==> src/rtl/fetch_pkg.sv <==
// Shared types and constants for the instruction prefetch queue.
// Latency: n/a (declarations only).
// Backpressure: n/a.
package fetch_pkg;

    localparam int FETCH_XLEN = 32;

    typedef logic [FETCH_XLEN-1:0] insn_t;

    // Bus-side fetch state; kept as plain constants so older tools see fixed encodings.
    typedef logic [1:0] fetch_state_t;
    localparam fetch_state_t ST_IDLE  = 2'd0;
    localparam fetch_state_t ST_WAIT  = 2'd1;
    localparam fetch_state_t ST_DRAIN = 2'd2;

endpackage

==> src/rtl/fetch_ring.sv <==
// Circular instruction storage: one write port, ISSUE_W read ports at rd_ptr+i.
// Latency: write visible on reads the cycle after the edge; reads are combinational.
// Backpressure: none; the parent guarantees writes only target free slots.
module fetch_ring
    import fetch_pkg::*;
#(
    parameter int  DEPTH   = 8,
    parameter int  ISSUE_W = 2,
    parameter int  XLEN    = FETCH_XLEN,
    localparam int PTR_W   = $clog2(DEPTH)
) (
    input  logic                           clk,
    input  logic                           wr_en,
    input  logic [PTR_W-1:0]               wr_ptr,
    input  logic [XLEN-1:0]                wr_data,
    input  logic [PTR_W-1:0]               rd_ptr,
    output logic [ISSUE_W-1:0][XLEN-1:0]   rd_data
);

    logic [XLEN-1:0] mem [DEPTH];

    // Storage write; no reset needed since the parent masks lanes beyond count.
    always_ff @(posedge clk) begin
        if (wr_en) begin
            mem[wr_ptr] <= wr_data;
        end
    end

    // Lane i reads head+i; pointer arithmetic wraps naturally at the power-of-two depth.
    for (genvar i = 0; i < ISSUE_W; i++) begin : g_rd
        logic [PTR_W-1:0] addr;
        assign addr       = rd_ptr + PTR_W'(i);
        assign rd_data[i] = mem[addr];
    end

endmodule

==> src/rtl/fetch_queue.sv <==
// Instruction prefetch queue: single-outstanding word fetch into a DEPTH ring, ISSUE_W lanes out.
// Latency: word acked in cycle N is visible on ins in cycle N+1; consume shifts the head at the edge.
// Backpressure: no new request while the ring is full; a redirect drains any in-flight transfer.
module fetch_queue
    import fetch_pkg::*;
#(
    parameter int              DEPTH    = 8,
    parameter int              ISSUE_W  = 2,
    parameter int              XLEN     = FETCH_XLEN,
    parameter logic [XLEN-1:0] RESET_PC = '0,
    localparam int             CW       = $clog2(ISSUE_W + 1),
    localparam int             PTR_W    = $clog2(DEPTH),
    localparam int             CNT_W    = $clog2(DEPTH + 1)
) (
    input  logic                          clk,
    input  logic                          rst,
    input  logic [CW-1:0]                 consume,
    input  logic                          redirect,
    input  logic [XLEN-1:0]               redirect_pc,
    output logic [ISSUE_W-1:0]            ins_valid,
    output logic [ISSUE_W-1:0][XLEN-1:0]  ins,
    output logic [XLEN-1:0]               ins_pc,
    output logic                          mem_req,
    output logic [XLEN-1:0]               mem_addr,
    input  logic                          mem_ack,
    input  logic [XLEN-1:0]               mem_rdata
);

    fetch_state_t                       state;
    logic [CNT_W-1:0]                   count;
    logic [PTR_W-1:0]                   rd_ptr;
    logic [PTR_W-1:0]                   wr_ptr;
    logic [XLEN-1:0]                    head_pc;
    logic [XLEN-1:0]                    fetch_pc;
    logic [XLEN-1:0]                    req_addr;
    logic                               xfer_busy;
    logic                               can_issue;
    logic                               wr_en;
    logic [CNT_W-1:0]                   cons_req;
    logic [CNT_W-1:0]                   cons_eff;
    logic [ISSUE_W-1:0][XLEN-1:0]       ring_dat;

    // A transfer is in flight whenever we are not idle; the bus cannot abort it.
    assign xfer_busy = (state != ST_IDLE);
    assign can_issue = (count < CNT_W'(DEPTH)) && !redirect;

    // In IDLE the request is combinational so a same-cycle ack completes without visiting WAIT.
    assign mem_req  = !rst && (xfer_busy || can_issue);
    assign mem_addr = xfer_busy ? req_addr : fetch_pc;

    // Data lands only for live transfers; drained or redirect-cycle acks are dropped.
    assign wr_en  = mem_req && mem_ack && !redirect && (state != ST_DRAIN);
    assign wr_ptr = rd_ptr + PTR_W'(count);

    // Over-consumption is clamped so count can never underflow.
    assign cons_req = CNT_W'(consume);
    assign cons_eff = (cons_req > count) ? count : cons_req;

    // Occupancy and head pointer; redirect empties the queue and overrides write/consume.
    always_ff @(posedge clk) begin
        if (rst) begin
            count  <= '0;
            rd_ptr <= '0;
        end else if (redirect) begin
            count  <= '0;
        end else begin
            count  <= count + CNT_W'(wr_en) - cons_eff;
            rd_ptr <= rd_ptr + PTR_W'(cons_eff);
        end
    end

    // Program counters: head tracks lane 0, fetch_pc is the next word to request.
    always_ff @(posedge clk) begin
        if (rst) begin
            head_pc  <= RESET_PC;
            fetch_pc <= RESET_PC;
        end else if (redirect) begin
            head_pc  <= redirect_pc;
            fetch_pc <= redirect_pc;
        end else begin
            head_pc <= head_pc + (XLEN'(cons_eff) << 2);
            if (wr_en) begin
                fetch_pc <= fetch_pc + XLEN'(4);
            end
        end
    end

    // Bus FSM: IDLE issues, WAIT holds for a live word, DRAIN swallows a stale one.
    always_ff @(posedge clk) begin
        if (rst) begin
            state    <= ST_IDLE;
            req_addr <= RESET_PC;
        end else begin
            case (state)
                ST_IDLE: begin
                    if (mem_req && !mem_ack) begin
                        state    <= ST_WAIT;
                        req_addr <= fetch_pc;
                    end
                end
                ST_WAIT: begin
                    if (mem_ack) begin
                        state <= ST_IDLE;
                    end else if (redirect) begin
                        state <= ST_DRAIN;
                    end
                end
                ST_DRAIN: begin
                    if (mem_ack) begin
                        state <= ST_IDLE;
                    end
                end
                default: state <= ST_IDLE;
            endcase
        end
    end

    fetch_ring #(
        .DEPTH   (DEPTH),
        .ISSUE_W (ISSUE_W),
        .XLEN    (XLEN)
    ) u_ring (
        .clk     (clk),
        .wr_en   (wr_en),
        .wr_ptr  (wr_ptr),
        .wr_data (mem_rdata),
        .rd_ptr  (rd_ptr),
        .rd_data (ring_dat)
    );

    // Lanes beyond the occupied count are forced to zero so nothing stale leaks out.
    for (genvar i = 0; i < ISSUE_W; i++) begin : g_lane
        assign ins_valid[i] = (count > CNT_W'(i));
        assign ins[i]       = ins_valid[i] ? ring_dat[i] : '0;
    end

    assign ins_pc = head_pc;

endmodule

==> config.mk <==
export PLATFORM = sky130hd
export DESIGN_NAME = fetch_queue
export DESIGN_NICKNAME = d
export VERILOG_FILES = /design/src/rtl/fetch_pkg.sv /design/src/rtl/fetch_ring.sv /design/src/rtl/fetch_queue.sv
export SDC_FILE = /design/constraint.sdc
export NUM_CORES = 1
export LEC_CHECK = 0
export ABC_AREA = 1
export CORE_MARGIN = 2
export CORE_UTILIZATION = 58
export CTS_BUF_LIST = sky130_fd_sc_hd__clkbuf_16
export DETAILED_ROUTE_END_ITERATION = 7
export DONT_BUFFER_PORTS = 1
export GPL_TIMING_DRIVEN = 0
export PLACE_DENSITY = 0.84
export SLEW_MARGIN = 20
export SYNTH_ARGS = -nofsm -noshare
export SYNTH_HDL_FRONTEND = slang
export SYNTH_SLANG_ARGS = --single-unit
==> constraint.sdc <==
create_clock -name clk -period 3.05 [get_ports clk]
set_input_delay 0.61 -clock clk [delete_from_list [all_inputs] [get_ports clk]]
set_output_delay 0.61 -clock clk [all_outputs]
set_load 0.02 [all_outputs]
---- After elaboration in Yosys (flattened, before gate mapping) ----
Memories as Yosys holds them, arrays and structs flattened. A register that Yosys moved wholly into a read port is not among the register bits.
Index checks and enable logic that the tools add are counted.
cells by class
  $add $sub $neg .......................... 7
  multipliers ............................. 0
  div/mod/pow operators ................... 0
  $lt $le $gt $ge ......................... 4
  equal/unequal tests ..................... 6
  shift-type cells ........................ 0
  muxes and demuxes ....................... 16
  bitwise logic cells ..................... 0
  reduce and logical (&&, ||, !) cells .... 16
operators with widths
  cell                   number
  $mux 32                6
  $add 32x3->32 const B  1
  $add 32x6->32          1
  $gt 4x1->1 const B     2
  $mux 2                 4
  $add 3x3->3            2
  $logic_and 1x1->1      6
  $mux 3                 2
  $ne 2x2->1 const B     3
  $pmux 2 s3             1
  $add 4x1->4            1
  $gt 2x4->1             1
  $lt 4x4->1 const B     1
  $mux 4                 1
  $reduce_bool 2->1      2
  $sub 4x4->4            1
  $add 3x1->3 const B    1
  $logic_not 1->1        3
  $ne 3x3->1 const B     1
  $reduce_and 3->1       1
  $eq 2x1->1 const B     1
  $eq 2x2->1 const B     1
  $logic_not 2->1        1
  $mux 1                 2
  3 further kinds        3
storage, ports and cells
  register bits ........................... 105
  bits in latches ......................... 0
  memory bits (writable) .................. 256
  ROM bits ................................ 0
  output and inout bits ................... 131
  logic and storage cells ................. 56
  memories kept ........................... 1
memories
  memory      depth  bits a word  rd ports  clocked after memory_dff  wr ports  RTL line          text
  u_ring.mem  8      32           2         1                         1         fetch_ring.sv:20  logic [XLEN-1:0] mem [DEPTH];

---- Logic depth before layout (Yosys ltp) ----
Gate-level depths: netlist of the first run.
  depth after elaboration ................. 9
  depth in mapped cells ................... 22
  gate-level depth less buffers ........... 21

---- Cells and area by module ----
From an unflattened synthesis of the first run, not the netlist that was laid out.
second synthesis, totals
  cells, all modules ...................... 2863
  area, all modules ....................... 20668.6 µm²
by module, submodules not included
  module       instances  cells each  area an instance (µm²)
  fetch_ring   1          1720        13780.7
  fetch_queue  1          1143        6887.9

---- Least setup slack after synthesis of the first run ----
Ideal clock, no wire load.
  path kind ............................... input to register
  start ................................... input rst
  end ..................................... memory u_ring.mem[5][0] (netlist name) (enable)
  data arrival time ....................... 2884 ps
  setup slack ............................. -256 ps
  stages .................................. 9
  path through ............................ buf_4 nor2_8 nand2_2 o21ai_4 nand2_4 clkinv_2 buf_4 nand2_1 nor2_1
between the ends
  cells in the longest elaborated chain, start to end .. 7
RTL lines
  element                         RTL line           text
  start: declaration              fetch_queue.sv:16  input logic rst,
  $logic_not 1->1                 fetch_queue.sv:48  assign mem_req = !rst && (xfer_busy || can_issue);
  $logic_and 1x1->1               fetch_queue.sv:48
  net mem_req                     fetch_queue.sv:23  output logic mem_req,
  $logic_and 1x1->1 (3 in a row)  fetch_queue.sv:52  assign wr_en = mem_req && mem_ack && !redirect && (state != ST_DRAIN);
  $mux 1                          fetch_ring.sv:24   if (wr_en) begin
  $mux 1 (not written as such)    fetch_ring.sv:25   mem[wr_ptr] <= wr_data;
  end: declaration                fetch_ring.sv:20
The timed path passes the listed nets, and every way through them passes these cells.

==> results of run 1 <==
## Yosys cell counts, drive strengths merged
| library cell | number | share of area [%] |
|---|---|---|
| nor3 | 2 | 0.080 |
| o21bai | 9 | 0.36 |
| a22o | 1 | 0.047 |
| xor2 | 8 | 0.37 |
| dfxtp | 108 | 12 |
| o211a | 1 | 0.053 |
| clkbuf | 89 | 1.8 |
| and2 | 1 | 0.033 |
| inv | 201 | 4.0 |
| fa | 4 | 0.43 |
| mux2i | 1 | 0.053 |
| nand3 | 84 | 2.3 |
| o22ai | 13 | 0.43 |
| buf | 55 | 1.6 |
| xnor2 | 9 | 0.46 |
| nor2 | 366 | 7.5 |
| a31oi | 1 | 0.033 |
| nand3b | 7 | 0.28 |
| a21o | 3 | 0.12 |
| ha | 17 | 1.1 |
| o21ai | 440 | 12 |
| nand4 | 6 | 0.20 |
| clkinv | 1 | 0.027 |
| a21oi | 222 | 5.9 |
| nand2 | 351 | 7.1 |
| or2 | 4 | 0.13 |
| o211ai | 32 | 1.3 |
| edfxtp | 256 | 41 |
## final timing paths
path	start	to	slack, ps	cells after the start
setup / recovery	flop	ins[4]	-20	6
hold / removal	mem_rdata[30]	u_ring.mem[3][30]$_DFFE_PP_	160	0
setup reg to reg	count[1]$_SDFF_PP0_	ins_pc[18]$_SDFF_PP0_	90	19
hold reg to reg	req_addr[26]$_SDFFE_PP0P_	req_addr[26]$_SDFFE_PP0P_	450	2
## timing repair
action	4_1_cts	5_1_grt
setup endpoints to repair	75	101
gates cloned	0	0
setup buffers	4	8
pin swaps	2	13
gates resized for setup	112	127
## area by class of cell
cell class / instances / area [um^2]
Fill cell: 2344 / 10200
Sequential cell: 364 / 9860
Multi-Input combinational cell: 1582 / 7970
Clock buffer: 41 / 1030
Buffer: 144 / 783
Inverter: 202 / 759
Tap cell: 402 / 503
Timing Repair Buffer: 20 / 312
Clock inverter: 30 / 310
## critical path: stages (launching register included)
cell      delay, ps
dfxtp_1         340
buf_2           230
clkbuf_1        460
o21ai_0         180
o21ai_0         230
o21ai_0         150
nor2_2          340
## layer usage
layer	GRT usage [%]	vias to the layer above
met3	12.1	377
met4	21.4	0
li1	-	7893
met1	43.8	8292
met5	0	-
met2	58.5	1623
## sequential cells by signal, summed over array words and instances, names as in the netlist, named ones only
signal	cells
ins_pc	32
rd_ptr	3
state	2
u_ring.mem	256
fetch_pc	32
req_addr	32
count	4
## stage by stage
step / area [um^2] / cells / util [%]
2_1_floorplan: 18800 / 2292 / -
3_3_place_gp: 19300 / 2694 / 60.8
3_5_place_dp: 19500 / 2702 / 61.6
4_1_cts: 21200 / 2777 / 66.8
5_1_grt: 21500 / 2785 / 67.9
6_report: 21500 / 2785 / 67.9
## cells in the final DEF, fill, tap and decap left out, drive strengths merged
| cell | n |
|---|---|
| o211ai | 32 |
| a21oi | 222 |
| o211a | 1 |
| bufinv | 7 |
| ha | 17 |
| nor3 | 2 |
| clkbuf | 131 |
| nand4 | 6 |
| dfxtp | 108 |
| o21ai | 440 |
| nor2 | 366 |
| a31oi | 1 |
| a22o | 1 |
| buf | 74 |
| mux2i | 1 |
| or2 | 4 |
| and2 | 1 |
| a21o | 3 |
| o21bai | 9 |
| xnor2 | 9 |
| nand3b | 7 |
| clkinv | 18 |
| o22ai | 13 |
| fa | 4 |
| xor2 | 8 |
| nand2 | 351 |
| edfxtp | 256 |
| nand3 | 84 |
| inv | 207 |
## power by group through the flow
stage	sequential (mW)	clock, mW	combinational [mW]
final	5.69	5.00	6.34
after global routing	5.71	5.16	6.67
after CTS	5.68	4.96	5.67
after detailed placement	5.77	0	5.30
after global placement	5.77	0	5.05
after floorplan	5.73	0	3.65
## cell families (layout without fill, tap and decap cells)
| family | count (synthesis) | after routing | share of synthesized area, % |
|---|---|---|---|
| adders and majority gates | 21 | 21 | 1.56 |
| buffers and inverters | 346 | 437 | 7.44 |
| muxes | 1 | 1 | 0.0533 |
| and+or+nand+nor | 821 | 821 | 17.6 |
| xor gates and xnor gates | 17 | 17 | 0.833 |
| DFF | 364 | 364 | 52.5 |
| AOI/OAI and AO/OA | 722 | 722 | 20.0 |
==> run metrics, run 1 <==
CTS H-Tree Depth=2; Final Setup Violations=2; chip width=184 um; I/O pins=201; Leak=7.95 nW; max cap viols=0; clock slew at reported path FFs=70 ps; switching share of power=40.3%; Clock Skew=12.1 ps; area grow syn2layout=14.6%; syn nets=2383; crit path max fanout=10; Avg Vias per Cell=6.53; hold buffers post-CTS=0; DR WL/cell=22.8 um; Max clock buf depth=3; drt initial violations=3112; crit share post-route=101%; clock insertion delay at the later pin of the skew report=540 ps; TNS Setup=-23.3 ps; Synth Register Bits=364; PwrDens=791 nW/um^2; outcome=complete, but fails checks; sequential share of power=33.4%; Final min period=3070 ps; core area=31700 um^2; Worst setup EP type=primary output; DR vias=18200; CTS buffer count=39; Port Buf Inserts=0; setup ws final=-23.3 ps; max layer used=met4; CTS root buf=clkbuf_16; critical path class=flop to primary output; Met1 Wirelength=21.3 mm; worst min path class=input port to flop; Gate Count Post-Synth=2292; failing checks=setup timing; Detail Route Antenna Nets=0; DP Wirelength=42.5 mm; routed wl met3=9.64 mm; Rows=65; switching pwr=6.86 mW; Worst Path Arrival=2460 ps; crit start category=flop; share of layout cells above drive strength 1=12.3%; Seq/Total Area, Yosys=52.5%; fmax=0.325 GHz; Least-Margin Pin Slew=1110 ps; drt pass-1 iters=6; mapped cell area=18800 um^2; overall global routing resource usage=36.8%; Clock power frac=29.4%; logic gate share of total power=37.2%; Final Hold Vio Count=0; pre-CTS WS=-484 ps; routed wire length=63.5 mm; CTS Sinks=364; Final Slew Violations=0; Int Power=10.2 mW; Starting Density=59.2%; RSZ-0062 raised after global routing=true; vias in the first global route=17400; first-pass GRT wire length=95.3 mm; number of diodes=0; syn avg cell area=8.19 um^2; initial antenna violation count=0; Tot Pwr=17.0 mW; Die Ht=184 um; die area=33800 um^2; NumNets Final=2444; GP Congestion=0.948; metal2 WL=28.4 mm; grt total ovfl=0; hold slack=162 ps; largest net degree at the start of global routing=21; relative slew slack=25.0%; Data required, critical path=2440 ps; TritonCTS clock tree=yes; post-synthesis cell type count=43; DRC errors left=0; maximum vdd ir drop=0.536 mV; warnings from Yosys=0
Power figures use the tool's default switching activity.
==> run 2, diff against run 1 <==
- ABC_AREA: 1 -> 0
==> run metrics, run 2 <==
Clock Skew=24.3 ps; Detail Route Antenna Nets=0; Final Setup Violations=12; top cell type's share of synthesized area=43.5%; number of diodes=0; clock insertion delay at the later pin of the skew report=520 ps; Gate Count Post-Synth=1329; die area=31800 um^2; syn avg cell area=13.3 um^2; Hold Crit Start=mem_rdata[23]; critical path class=flop to primary output; Async SR Flop Fraction=0%; Final min period=3100 ps; DRC errors left=0; drt initial violations=1905; failing checks=setup timing; synth top area cells=edfxtp_1 (44%), mux4_2 (16%), dfxtp_1 (12%), nand2_1 (3.9%), a21oi_1 (2.2%); Worst Path Arrival=2490 ps; max cap viols=0; most frequent cells in the layout=edfxtp_1 (256), nand2_1 (184), mux4_2 (128); maximum vdd ir drop=0.816 mV; Hold Path Depth=0; Hold Path End=u_ring.mem[0][23]$_DFFE_PP_; reg2reg setup slack=-10 ps; logic gate share of total power=39.2%; Worst setup EP type=primary output; M2 GR Usage=53.2%; crit start category=flop; first-pass GRT wire length=76.7 mm; Reg area=9860 um^2; mux contribution to synthesized area=20.5%; FF-to-FF Start=count[1]$_SDFF_PP0_; Data required, critical path=2440 ps; CTS H-Tree Depth=2; FF-to-FF path depth=11; sequential share of power=34.2%; most common cell in the netlist=edfxtp_1; fin area=20500 um^2; fmax=0.323 GHz; Adder-Cell Fraction of Synth Area=1.66%; clock slew at reported path FFs=60 ps; Avg Vias per Cell=7.10; multi-input logic area=7800 um^2; chip width=178 um; Synth Area in Compound Gates=7.92%; setup ws final=-46.4 ps; largest family of logic cells by synthesized area=multiplexers; mapped cell area=17700 um^2; outcome=complete, but fails checks; vias in the first global route=12700; switching share of power=37.0%; placed cell areas=18600 um^2; relative slew slack=39.3%; initial antenna violation count=0; DR WL/cell=28.7 um; hold slack=180 ps; Top Usage Layer GRT=met2; crit path max fanout=10; Max clock buf depth=3; worst min path class=input port to flop; warnings from Yosys=0; max FFs per register=256; Die Ht=178 um; DR vias=13000; Clock power frac=26.6%; Post-synth top flop=edfxtp_1; Rows=63; synth cell count leaders=edfxtp_1 (256), nand2_1 (184), mux4_2 (128), dfxtp_1 (108), a21oi_1 (79); Fillers=1858; Post-Synth Simple-Gate Area=10.6%; RSZ-0062 raised after global routing=true; DP Wirelength=34.2 mm; post-synthesis cell type count=65; Tot Pwr=17.2 mW; area grow syn2layout=16.3%; crit share post-route=102%; GP Congestion=0.952; Leak=6.60 nW; Least-Margin Pin Slew=904 ps; met3 Resource Use GR=8.50%; PwrDens=838 nW/um^2; syn nets=1420; share of layout cells above drive strength 1=26.9%; NumNets Final=1504; most common cell after layout, fill and taps aside=edfxtp_1; grt total ovfl=0; I/O pins=201; pre-CTS WS=-643 ps; core area=29800 um^2; switching pwr=6.37 mW; EDFF count, synth=256; TritonCTS clock tree=yes; drt pass-1 iters=6; CTS Sinks=364; Int Power=10.8 mW; routed wire length=52.5 mm; largest net degree at the start of global routing=18; Starting Density=59.2%; Final Hold Vio Count=0; Final Slew Violations=0; Synth Register Bits=364; Final Util=68.9%; leading area contributor after synthesis=edfxtp_1; CTS buffer count=39; CTS root buf=clkbuf_16; xor/xnor cell area share of the yosys netlist=0.843%; hold buffers post-CTS=0; Seq/Total Area, Yosys=55.8%; CP startpoint=count[3]$_SDFF_PP0_; met1 GRT Util=41.2%; Port Buf Inserts=0; Most flops, register=u_ring.mem; overall global routing resource usage=32.5%
==> run 2: cell types whose count changed in the layout (fill, tap and decap cells not counted), moves of 32 or more <==
cell | previous run | this run
a21oi_1 | 218 | 45
o21ai_0 | 400 | 17
mux2_2 | 0 | 32
nor2_1 | 289 | 74
mux2i_1 | 1 | 36
mux4_2 | 0 | 128
nand2_1 | 341 | 184
o21ai_1 | 37 | 0
nor2_2 | 44 | 2
nand3_1 | 83 | 17
inv_1 | 200 | 33
==> run 2: routing by layer <==
layer	vias up	part of all wire (%)
li1	5363	-
met1	6413	35
met2	1025	48
met3	206	12
met4	0	5.3
met5	-	0
==> run 2: kinds of logic (layout without fill, tap and decap cells) <==
kind of cell	after synthesis	count (layout)
and+or+nand+nor	399	399
buffers and inverters	117	229
muxes	198	198
DFF	364	364
xor gates and xnor gates	17	17
AOI/OAI and AO/OA	213	213
adders and majority gates	21	21
==> run 2: layout make-up <==
| class | instances | area share [%] |
|---|---|---|
| Buffer | 88 | 2.49 |
| Clock buffer | 41 | 5.00 |
| Clock inverter | 28 | 0.975 |
| Inverter | 26 | 0.512 |
| Multi-Input combinational cell | 848 | 38.0 |
| Sequential cell | 364 | 48.0 |
| Tap cell | 390 | 2.38 |
| Timing Repair Buffer | 46 | 2.60 |
==> run 2: power groups by stage <==
stage | Sequential [mW] | Combinational (mW) | Clock [mW]
floorplan | 5.85 | 4.33 | 0
global placement | 5.92 | 5.47 | 0
detailed placement | 5.93 | 5.74 | 0
CTS | 5.86 | 6.29 | 4.57
global route | 5.91 | 7.07 | 4.76
finish | 5.89 | 6.74 | 4.57
==> run 2: repair_timing <==
action,CTS,global route
buffers inserted,16,10
setup endpoints to repair,154,91
resized for setup,106,45
pin swaps,10,7
==> run 2: critical path: stages, from the launching register on <==
cell and delay, ps:
dfxtp_1 470, inv_2 80, buf_4 170, ha_1 190, a21oi_1 260, a21oi_4 130
buf_2 320, a21oi_2 330
==> run 2: worst max-delay path by stage <==
stage,end,slack [ps],cells after the start
floorplan,u_ring.mem[0][0]$_DFFE_PP_,-680,5
global placement,u_ring.mem[4][14]$_DFFE_PP_,-2960,5
detailed placement,ins_pc[9]$_SDFF_PP0_,-640,12
CTS,ins[18],-40,4
global route,ins_pc[14]$_SDFF_PP0_,-130,13
finish,ins[51],-50,7
==> run 2: metrics by stage <==
| step | instances | TNS [ps] |
|---|---|---|
| after floorplan | 1329 | -62970 |
| after global placement | 1719 | -458760 |
| after detailed placement | 1740 | -22870 |
| after CTS | 1822 | -190 |
| after global routing | 1831 | -1320 |
| final | 1831 | -199 |
==> run 3, diff against run 2 <==
- SKIP_LAST_GASP: unset -> 1
- SLEW_MARGIN: 20 -> 25
==> run metrics, run 3 (same netlist as run 2, synthesis figures left out) <==
outcome=completed; Detail Route Antenna Nets=0; CTS Sinks=364; die area=31800 um^2; drt pass-1 iters=6; Clock Skew=20.4 ps; routed wire length=52.7 mm; PwrDens=832 nW/um^2; CTS buffer count=39; worst min path class=input port to flop; CTS root buf=clkbuf_16; Die Ht=178 um; Fillers=1868; Max clock buf depth=3; crit share post-route=99.8%; Least-Margin Pin Slew=905 ps; Tot Pwr=16.9 mW; clock insertion delay at the later pin of the skew report=560 ps; maximum vdd ir drop=0.658 mV; TritonCTS clock tree=yes; grt total ovfl=0; Data required, critical path=3300 ps; setup ws final=7.13 ps; CTS H-Tree Depth=2; clock slew at reported path FFs=60 ps; Final Hold Vio Count=0; RSZ-0062 raised after global routing=true; max FFs per register=256; Final Slew Violations=0; Final Setup Violations=0; Final min period=3040 ps; largest net degree at the start of global routing=18; Starting Density=59.2%; share of layout cells above drive strength 1=26.7%; fmax=0.329 GHz; crit start category=flop; vias in the first global route=12800; crit path max fanout=10; pre-CTS WS=-569 ps; Worst setup EP type=flop; Leak=6.52 nW; Rows=63; initial antenna violation count=1; relative slew slack=39.5%; DR WL/cell=28.9 um; hold buffers post-CTS=0; I/O pins=201; overall global routing resource usage=32.7%; critical path class=flop to flop; Most flops, register=u_ring.mem; drt initial violations=2106; DR vias=13000; Port Buf Inserts=0; Worst Path Arrival=3290 ps; area grow syn2layout=15.4%; DRC errors left=0; chip width=178 um; core area=29800 um^2; Avg Vias per Cell=7.15; most common cell after layout, fill and taps aside=edfxtp_1; most frequent cells in the layout=edfxtp_1 (256), nand2_1 (184), mux4_2 (128); DP Wirelength=34.2 mm; NumNets Final=1495; max cap viols=0; GP Congestion=0.952; first-pass GRT wire length=76.4 mm
==> run 3: worst paths after layout <==
| path | start | to | slack (ps) | cells past startpoint |
|---|---|---|---|---|
| setup / recovery | count[3]$_SDFF_PP0_ | u_ring.mem[5][8]$_DFFE_PP_ | 7 | 7 |
| hold / removal | mem_rdata[18] | u_ring.mem[1][18]$_DFFE_PP_ | 150 | 0 |
| setup reg to reg | count[3]$_SDFF_PP0_ | u_ring.mem[5][8]$_DFFE_PP_ | 7 | 7 |
| hold reg to reg | req_addr[30]$_SDFFE_PP0P_ | req_addr[30]$_SDFFE_PP0P_ | 450 | 2 |
==> run 3: final cells by class <==
class,instances,area (um^2),share of cell area (%)
flip-flops and latches,364,9860,48.4
plain buffers,88,539,2.65
diodes,1,2.50,0.0123
clock inverters,31,215,1.06
multi-input cells,848,7730,37.9
clock buffers,39,976,4.79
repair buffers,37,459,2.25
well taps,390,488,2.40
inverters,26,105,0.516
==> run 3: worst max-delay path: stages, from the launching register on <==
cell and delay, ps:
dfxtp_1 380, o21ba_2 220, clkbuf_1 220, nor2_1 450, nand2_1 350, nor3_4 670
buf_8 250, buf_6 180
==> run 3: through the flow <==
step	hold WS, ps	cells	util [%]	area (um^2)	setup TNS, ps
2_1_floorplan	434	1329	-	17800	-62970
3_3_place_gp	439	1719	61.2	18200	-458760
3_5_place_dp	444	1742	62.5	18600	-19560
4_1_cts	139	1818	67.8	20200	-15.3
5_1_grt	137	1823	68.4	20400	-526
6_report	145	1824	68.4	20400	0
==> run 3: repair_timing <==
action	in CTS	in global routing
setup endpoints to repair	121	132
gates cloned	0	1
hold endpoints to repair	0	0
pin swaps	5	1
buffers inserted	8	5
resized for setup	108	33
==> run 3: metal layers <==
metal	global-route usage (%)	up-vias	share of wire (%)
met2	52.9	1072	48
met1	40.9	6422	34
li1	-	5344	-
met3	9.31	195	13
met5	0	-	0
met4	15.3	0	5.3
==> run 3: power by group <==
group	switching, mW	total [mW]	internal, mW
Sequential	0.324	5.90	5.57
Combinational	4.09	6.63	2.54
Clock	1.98	4.42	2.44
Total	6.39	16.9	10.6
